===== src/rtl/embedded_io_pkg.sv =====
// Shared types and defaults for the embedded IO synchronizer.
// Holds the per-bit direction state encoding and a counter-width helper.
package embedded_io_pkg;

    typedef enum logic [1:0] {
        IN   = 2'd0,
        TURN = 2'd1,
        OUT  = 2'd2
    } dir_state_t;

    localparam int DEF_WIDTH    = 8;
    localparam int DEF_FILT_LEN = 3;
    localparam int DEF_TURN_CYC = 2;

    // Width needed to count 0..n-1, never less than one bit.
    function automatic int cnt_w(input int n);
        return (n > 1) ? $clog2(n) : 1;
    endfunction

endpackage


===== src/rtl/embedded_io_sync_bit.sv =====
// One embedded IO bit: two-flop input synchronizer, optional glitch filter,
// and the IN/TURN/OUT direction FSM driving the pad output and enable.
// Glitch filter is compiled in when EMBEDDED_IO_GLITCH_FILTER_EN is defined.
module embedded_io_sync_bit
    import embedded_io_pkg::*;
#(
    parameter int FILT_LEN = DEF_FILT_LEN,
    parameter int TURN_CYC = DEF_TURN_CYC
) (
    input  logic clk,
    input  logic rst,
    input  logic soc_in,
    input  logic fpga_out,
    input  logic fpga_dir,
    output logic fpga_in,
    output logic soc_out,
    output logic soc_dir
);

    localparam int TW = cnt_w(TURN_CYC);

    logic s1, s2;

    // Two-flop synchronizer for the asynchronous pad input.
    always_ff @(posedge clk) begin
        if (rst) begin
            s1 <= 1'b0;
            s2 <= 1'b0;
        end else begin
            s1 <= soc_in;
            s2 <= s1;
        end
    end

`ifdef EMBEDDED_IO_GLITCH_FILTER_EN
    localparam int FW = cnt_w(FILT_LEN);
    logic [FW-1:0] fcnt;

    // Accept a new s2 level only after it has differed for FILT_LEN cycles.
    always_ff @(posedge clk) begin
        if (rst) begin
            fpga_in <= 1'b0;
            fcnt    <= '0;
        end else if (s2 == fpga_in) begin
            fcnt <= '0;
        end else if (int'(fcnt) == FILT_LEN - 1) begin
            fpga_in <= s2;
            fcnt    <= '0;
        end else begin
            fcnt <= fcnt + 1'b1;
        end
    end
`else
    assign fpga_in = s2;
`endif

    dir_state_t    state;
    logic [TW-1:0] tcnt;

    // Direction FSM; pad outputs are registered from the next state so the
    // pad only drives data while the enable is high.
    always_ff @(posedge clk) begin
        if (rst) begin
            state   <= IN;
            tcnt    <= '0;
            soc_dir <= 1'b0;
            soc_out <= 1'b0;
        end else begin
            soc_dir <= 1'b0;
            soc_out <= 1'b0;
            unique case (state)
                IN: begin
                    if (fpga_dir) begin
                        if (TURN_CYC == 0) begin
                            state   <= OUT;
                            soc_dir <= 1'b1;
                            soc_out <= fpga_out;
                        end else begin
                            state <= TURN;
                            tcnt  <= '0;
                        end
                    end
                end
                TURN: begin
                    if (!fpga_dir) begin
                        state <= IN;
                    end else if (int'(tcnt) == TURN_CYC - 1) begin
                        state   <= OUT;
                        soc_dir <= 1'b1;
                        soc_out <= fpga_out;
                    end else begin
                        tcnt <= tcnt + 1'b1;
                    end
                end
                OUT: begin
                    if (!fpga_dir) begin
                        state <= IN;
                    end else begin
                        soc_dir <= 1'b1;
                        soc_out <= fpga_out;
                    end
                end
                default: state <= IN;
            endcase
        end
    end

endmodule


===== src/rtl/embedded_io_sync.sv =====
// Embedded IO synchronizer top: WIDTH independent pad bits, each with an
// input synchronizer/filter and a turnaround-protected output enable.
// Define EMBEDDED_IO_GLITCH_FILTER_EN to compile in the input glitch filter.
module embedded_io_sync
    import embedded_io_pkg::*;
#(
    parameter int WIDTH    = DEF_WIDTH,
    parameter int FILT_LEN = DEF_FILT_LEN,
    parameter int TURN_CYC = DEF_TURN_CYC
) (
    input  logic             CLK,
    input  logic             RST,
    input  logic [WIDTH-1:0] SOC_IN,
    output logic [WIDTH-1:0] FPGA_IN,
    input  logic [WIDTH-1:0] FPGA_OUT,
    input  logic [WIDTH-1:0] FPGA_DIR,
    output logic [WIDTH-1:0] SOC_OUT,
    output logic [WIDTH-1:0] SOC_DIR
);

    // One fully independent slice per pad bit.
    for (genvar i = 0; i < WIDTH; i++) begin : g_bit
        embedded_io_sync_bit #(
            .FILT_LEN (FILT_LEN),
            .TURN_CYC (TURN_CYC)
        ) u_bit (
            .clk      (CLK),
            .rst      (RST),
            .soc_in   (SOC_IN[i]),
            .fpga_out (FPGA_OUT[i]),
            .fpga_dir (FPGA_DIR[i]),
            .fpga_in  (FPGA_IN[i]),
            .soc_out  (SOC_OUT[i]),
            .soc_dir  (SOC_DIR[i])
        );
    end

endmodule


===== config.mk =====
export PLATFORM = sky130hd
export DESIGN_NAME = embedded_io_sync
export DESIGN_NICKNAME = d
export VERILOG_FILES = /design/src/rtl/embedded_io_pkg.sv /design/src/rtl/embedded_io_sync_bit.sv /design/src/rtl/embedded_io_sync.sv
export SDC_FILE = /design/constraint.sdc
export NUM_CORES = 1
export LEC_CHECK = 0
export CORE_MARGIN = 2
export CORE_UTILIZATION = 47
export CTS_CLUSTER_DIAMETER = 150
export DETAILED_ROUTE_END_ITERATION = 12
export PLACE_DENSITY = 0.75
export SETUP_SLACK_MARGIN = 0.1
export SLEW_MARGIN = 20
export SYNTH_ARGS = -nofsm -noshare
export SYNTH_HDL_FRONTEND = slang
export SYNTH_SLANG_ARGS = --single-unit

===== constraint.sdc =====
create_clock -name CLK -period 1.3 [get_ports CLK]
set_input_delay 0.26 -clock CLK [delete_from_list [all_inputs] [get_ports CLK]]
set_output_delay 0.26 -clock CLK [all_outputs]
set_load 0.02 [all_outputs]

==> impl_metrics.json, run 1 <==
{
  "wire_per_inst_um": 12.7,
  "total_of_hold_buffers_inserted_after_clock_tree_synthesis": 0,
  "share_of_cells_above_drive_strength_1": 0.403,
  "numPortBuffers": 49,
  "drt_pre_antenna_iters": 4,
  "cts_tree": "yes",
  "multi_input_comb_area_mm2": 0.00173,
  "grt_start_max_net_pins": 38,
  "global_route.overflow_total": 0,
  "floorplan.rows": 28,
  "fp.coreArea_mm2": 0.00582,
  "netlist_area_mm2": 0.00279,
  "die-width_um": 81.0,
  "data_required_time_at_the_worst_endpoint_ps": 1520,
  "crit_path_start_kind": "flop",
  "drt_first_iter_violations": 73,
  "drv.max_cap_violation_count": 0,
  "post-route-util": 0.683,
  "finalMaxSlewViolations": 0,
  "io_pins": 50,
  "period_minus_slack_ps": 1320,
  "numClockSinks": 56,
  "grt.met2_usage": 0.351,
  "crit_arrival_ps": 1540,
  "place.gp.congestion": 0.772,
  "syn_area_per_cell_um2": 9.35,
  "grtUsageTotal": 0.183,
  "ys_seq_area_frac": 0.402,
  "initial_utilization": 0.479,
  "status": "finished, violations left",
  "reported_leakage_power_nw": 1.55,
  "grt_most_used_layer": "met2",
  "vias": 2192,
  "clock_tree.buffer_depth": 2,
  "antenna_violating_nets_post_route": 0,
  "syn_inst": 298,
  "clock-root-buffer": "clkbuf_8",
  "critical_path_capture_point_type": "flop",
  "floorplan.die_area_mm2": 0.00656,
  "ir_worst_vdd_uv": 635,
  "crit_fanout": 4,
  "fp.dieH_um": 81.0,
  "max_freq_mhz": 756,
  "timing.final.hold_violations": 0,
  "synthToLayoutAreaGrowth_pct": 42.4,
  "max_slew_margin": 0.830,
  "antenna_found_initial": 0,
  "post-route-worst-setup-slack_ps": -22.1,
  "synth_fp_nets": 356,
  "hold_path.class": "flop to flop",
  "clock_skew_ps": 13.2,
  "via_count_of_the_first_global_routing_pass": 2142,
  "drc": 0,
  "routed_wl_um": 5640,
  "filler_cell_count": 457,
  "grt_util_met3": 0.0411,
  "post-route-cell-area_mm2": 0.00397,
  "power.density_cell_area_mw_per_mm2": 1020,
  "place_area_mm2": 0.00349,
  "layout_worst_path_cycle_share": 1.02,
  "antenna-diode-count": 0,
  "cts.htree.levels": 2,
  "regArea_mm2": 0.00118,
  "dpl.hpwl_um": 3670,
  "nets": 427,
  "rsz0062_at_grt": "true",
  "worst_setup_path_type": "flop to flop",
  "yosysWarningCount": 0,
  "timing_worst_slew_pin_value_ps": 254,
  "vias_per_cell": 4.93,
  "grt_util_met1": 0.201,
  "violated_checks": "negative setup slack",
  "worst_setup_hold_path_clk_slew_ps": 110,
  "cts_inserted_buffers": 5,
  "synth_seq_cells": 56,
  "clk_latency_ps": 310,
  "yosysUniqueCellTypes": 31,
  "first_pass_grt_wire_length_um": 9490,
  "setup-violations-final": 3
}
## routing by layer
layer	vias up	routed length (um)	share of wire
met5	-	0	0
met4	0	41	0.0073
met3	2	205	0.036
met2	43	2930	0.52
met1	1020	2470	0.44
li1	1127	-	-
## cells in the mapped netlist
cell type | count | area share
nor2b_2 | 1 | 0.0031
clkbuf_1 | 3 | 0.0040
or2_1 | 1 | 0.0022
nor2b_1 | 30 | 0.067
nand4b_1 | 3 | 0.0094
o211ai_1 | 8 | 0.022
mux2i_1 | 9 | 0.032
nand3b_1 | 13 | 0.035
buf_4 | 24 | 0.065
a22oi_1 | 1 | 0.0027
ha_1 | 32 | 0.14
buf_2 | 2 | 0.0036
nand2b_1 | 12 | 0.027
a31oi_1 | 7 | 0.016
nand4_1 | 1 | 0.0022
a21oi_1 | 18 | 0.032
nand3_1 | 1 | 0.0018
a221oi_2 | 1 | 0.0054
nand2_1 | 6 | 0.0081
a221oi_1 | 1 | 0.0031
inv_1 | 19 | 0.026
o21bai_1 | 1 | 0.0027
nor2_1 | 23 | 0.031
or3_1 | 3 | 0.0067
or3b_1 | 1 | 0.0031
or2_0 | 1 | 0.0022
o221ai_1 | 3 | 0.0094
o21ai_0 | 14 | 0.025
or2_2 | 2 | 0.0045
o22ai_1 | 1 | 0.0022
dfxtp_1 | 56 | 0.40
## state kept, by name, indices dropped and copies added, names as in the netlist
signal               cells
g_bit.u_bit.state       16
g_bit.u_bit.tcnt         8
g_bit.u_bit.s1           8
g_bit.u_bit.soc_dir      8
g_bit.u_bit.soc_out      8
g_bit.u_bit.fpga_in      8
## critical path, stage by stage (launching register included)
cell and delay, ps:
dfxtp_4 400, inv_4 50, ha_4 150, nor2b_4 120, or2_1 240, a221oi_2 260
## power breakdown
group	leakage, nW	switching [mW]	total (mW)	internal (mW)
clock network	0.0495	0.595	0.991	0.396
logic	1.03	0.488	1.11	0.619
registers	0.468	0.125	1.95	1.82
total	1.55	1.21	4.04	2.84
## what timing repair did
item                       4_1_cts  5_1_grt
cloned                           0        0
setup endpoints to repair       36       40
pin swaps                       16       19
buffers inserted                17        6
gates resized for setup        102       60
## path summary, 6_finish.rpt
check	start	end	slack [ps]	cells after the start
worst max-delay path	g_bit[3].u_bit.state[1]	g_bit[3].u_bit.state[0]	-20	5
worst min-delay path	g_bit[5].u_bit.s1	g_bit[5].u_bit.fpga_in	440	1
worst max register to register	g_bit[3].u_bit.state[1]	g_bit[3].u_bit.state[0]	-20	5
worst min register to register	g_bit[5].u_bit.s1	g_bit[5].u_bit.fpga_in	440	1
## logic make-up (layout without fill, tap and decap cells)
| kind of cell | Yosys count | count (layout) | synth area share |
|---|---|---|---|
| simple gates | 98 | 98 | 0.204 |
| flops | 56 | 56 | 0.402 |
| compound gates | 55 | 55 | 0.120 |
| buf+inv | 48 | 120 | 0.0978 |
| fa+ha+maj | 32 | 32 | 0.144 |
| mux | 9 | 9 | 0.0323 |
## per-stage QoR
step / TNS (ps) / power, mW / worst slack (ps) / instances / hold WS (ps)
6_report: -40.5 / 4.04 / -22.1 / 445 / 444
5_1_grt: -269 / 4.30 / -67.8 / 445 / 458
4_1_cts: -33.8 / 3.97 / -30.2 / 440 / 448
3_5_place_dp: -1520 / 2.79 / -199 / 415 / 421
3_3_place_gp: -909 / 2.76 / -110 / 415 / 418
2_1_floorplan: 0 / 2.49 / 44.4 / 298 / 388
## area by class of cell
| cell class | count | area share |
|---|---|---|
| Timing Repair Buffer | 93 | 0.196 |
| Sequential cell | 56 | 0.296 |
| Clock buffer | 5 | 0.0173 |
| Clock inverter | 3 | 0.00599 |
| Tap cell | 75 | 0.0236 |
| Multi-Input combinational cell | 194 | 0.436 |
| Inverter | 19 | 0.0249 |
## placed cells by master (no fill, tap or decap), drive strengths merged, types with 3 or more instances in the layout
| master | n |
|---|---|
| a21oi | 18 |
| a31oi | 7 |
| buf | 49 |
| clkbuf | 20 |
| clkdlybuf4s15 | 4 |
| clkdlybuf4s50 | 25 |
| dfxtp | 56 |
| ha | 32 |
| inv | 22 |
| mux2i | 9 |
| nand2 | 6 |
| nand2b | 12 |
| nand3b | 13 |
| nand4b | 3 |
| nor2 | 23 |
| nor2b | 31 |
| o211ai | 8 |
| o21ai | 14 |
| o221ai | 3 |
| or2 | 4 |
| or3 | 3 |
Power figures use the tool's default switching activity.
==> inputs of run 2 (changes only) <==
--- a/config.mk
+++ b/config.mk
@@ -5,7 +5,6 @@
 export SDC_FILE = /design/constraint.sdc
 export NUM_CORES = 1
 export LEC_CHECK = 0
-export CORE_MARGIN = 2
 export CORE_UTILIZATION = 47
 export CTS_CLUSTER_DIAMETER = 150
 export DETAILED_ROUTE_END_ITERATION = 12
==> run 2 against run 1 <==
Effect of this change:
- the run still ends with negative setup slack left
- combinational power fell by 6%
- utilization rose by 2.2 points
- critical path depth did not move
- design area fell by 0.47%
- critical path type unchanged
==> impl_metrics.json, run 2 (synthesized netlist as in run 1, its figures left out) <==
{
  "clock-root-buffer": "clkbuf_8",
  "setup-violations-final": 2,
  "status": "finished, violations left",
  "post-route-worst-setup-slack_ps": -27.6,
  "finalMaxSlewViolations": 0,
  "global_route.overflow_total": 0,
  "vias": 2234,
  "timing.critical_path.slowest_stage_cell": "dfxtp_4",
  "numPortBuffers": 49,
  "switching_share": 0.303,
  "drc": 0,
  "grtUsageTotal": 0.186,
  "routed_wl_um": 5620,
  "wire_per_inst_um": 12.9,
  "floorplan.rows": 27,
  "numClockSinks": 56,
  "period_minus_slack_ps": 1330,
  "worst_setup_hold_path_clk_slew_ps": 120,
  "drv.max_cap_violation_count": 0,
  "io_pins": 50,
  "finalNonFillerCells": 437,
  "clock_tree.buffer_depth": 2,
  "layout_worst_path_cycle_share": 1.02,
  "fin_tns_setup_ps": -32.6,
  "setup_crit_start": "g_bit[3].u_bit.state[1]",
  "crit_arrival_ps": 1560,
  "timing.final.hold_violations": 0,
  "hold_path.startpoint": "g_bit[0].u_bit.s1",
  "worst_setup_path_type": "flop to flop",
  "hold_path.class": "flop to flop",
  "floorplan.die_area_mm2": 0.00624,
  "final_common_cell": "dfxtp_1",
  "leading_cell_types_in_the_layout_fill_and_taps_excluded": "40 x dfxtp_1, 33 x buf_4, 25 x clkdlybuf4s50_1, 24 x nor2b_1, 23 x nor2_1",
  "dp_cells": 411,
  "cts_tree": "yes",
  "antenna_violating_nets_post_route": 0,
  "first_pass_grt_wire_length_um": 9330,
  "cts.htree.levels": 2,
  "crit_path_start_kind": "flop",
  "max_slew_margin": 0.797,
  "switching_power_mw": 1.22,
  "antenna_found_initial": 0,
  "largest_reg_flops": 16,
  "vias_per_cell": 5.11,
  "finalPower_mw": 4.01,
  "clk_latency_ps": 320,
  "synthToLayoutAreaGrowth_pct": 41.7,
  "timing.critical_path.max_delay_family": "flip-flops",
  "timing_worst_slew_pin_value_ps": 301,
  "power_frac_comb": 0.258,
  "power.density_cell_area_mw_per_mm2": 1020,
  "critical-path-max-stage-delay_ps": 400,
  "setup_slack_after_placement_ps": -138,
  "cp_num_buf_inv": 1,
  "worstPathCellList": "inv_4 -> ha_4 -> nor2b_4 -> or2_1 -> a221oi_2",
  "cts_inserted_buffers": 5,
  "p_clk_frac": 0.251,
  "violated_checks": "negative setup slack",
  "ir_worst_vdd_uv": 626,
  "fin_hold_ws_ps": 439,
  "register_ranked_first_by_flip_flop_count": "g_bit.u_bit.state",
  "reported_leakage_power_nw": 1.52,
  "critical_path_capture_point_type": "flop",
  "fp.coreArea_mm2": 0.00561,
  "nets": 422,
  "clock_skew_ps": 17.7,
  "die-width_um": 79.0,
  "total_of_hold_buffers_inserted_after_clock_tree_synthesis": 0,
  "initial_utilization": 0.497,
  "via_count_of_the_first_global_routing_pass": 2136,
  "drt_pre_antenna_iters": 4,
  "max_freq_mhz": 753,
  "drt_first_iter_violations": 69,
  "place.gp.congestion": 0.778,
  "antenna-diode-count": 0,
  "internal_power_mw": 2.80,
  "worstReg2RegStart": "g_bit[3].u_bit.state[1]",
  "crit_fanout": 4,
  "data_required_time_at_the_worst_endpoint_ps": 1530,
  "rsz0062_at_grt": "true",
  "grt_start_max_net_pins": 32,
  "fp.dieH_um": 79.0,
  "share_of_cells_above_drive_strength_1": 0.389,
  "sequentialPowerShare": 0.490,
  "dpl.hpwl_um": 3630
}
[run 2: cell types whose count changed in the layout (fill, tap and decap cells not counted), moves of 4 or more]
| cell | previous run | this run |
|---|---|---|
| buf_4 | 37 | 33 |
| clkbuf_2 | 15 | 9 |
| clkdlybuf4s15_2 | 4 | 10 |
| dfxtp_2 | 2 | 6 |
| dfxtp_4 | 14 | 10 |
[run 2: layout make-up]
class                      count  area, um^2
inverter                      19         101
clock inverter                 3        23.8
sequential                    56        1170
timing repair buffer          88         766
fill                         424        1660
clock buffer                   5        68.8
multi-input combinational    194        1740
tap                           72        90.1
[run 2: repair_timing]
item / 4_1_cts / 5_1_grt
buffers inserted: 12 / 7
resized for setup: 99 / 57
setup endpoints to repair: 35 / 31
pin swaps: 11 / 17
[run 2: power groups by stage]
stage / logic [mW] / registers, mW / clock network, mW
floorplan: 0.550 / 1.94 / 0
global placement: 0.797 / 1.96 / 0
detailed placement: 0.821 / 1.96 / 0
CTS: 0.924 / 1.94 / 1.03
global route: 1.14 / 1.98 / 1.10
finish: 1.04 / 1.97 / 1.01
[run 2: worst register-to-register path: stages (launching register included)]
cell,delay (ps)
dfxtp_4,400
inv_4,50
ha_4,150
nor2b_4,130
or2_1,260
a221oi_2,260
[run 2: layer usage]
layer	part of all wire	wire, um	track usage	up-vias
met3	0.032	178	0.0356	11
met1	0.43	2400	0.207	1069
li1	-	-	-	1117
met5	0	0	0	-
met4	0.013	74	0.0473	0
met2	0.53	2970	0.356	37
[run 2: through the flow]
| step | instance area [um^2] | util |
|---|---|---|
| 2_1_floorplan | 2920 | - |
| 3_3_place_gp | 3480 | 0.621 |
| 3_5_place_dp | 3480 | 0.621 |
| 4_1_cts | 3810 | 0.679 |
| 5_1_grt | 3950 | 0.705 |
| 6_report | 3950 | 0.705 |
[run 2: final timing paths]
path                              to  slack [ps]  depth (start not counted)
min reg2reg   g_bit[0].u_bit.fpga_in         440                          1
min           g_bit[0].u_bit.fpga_in         440                          1
max reg2reg  g_bit[3].u_bit.state[0]         -30                          5
max          g_bit[3].u_bit.state[0]         -30                          5
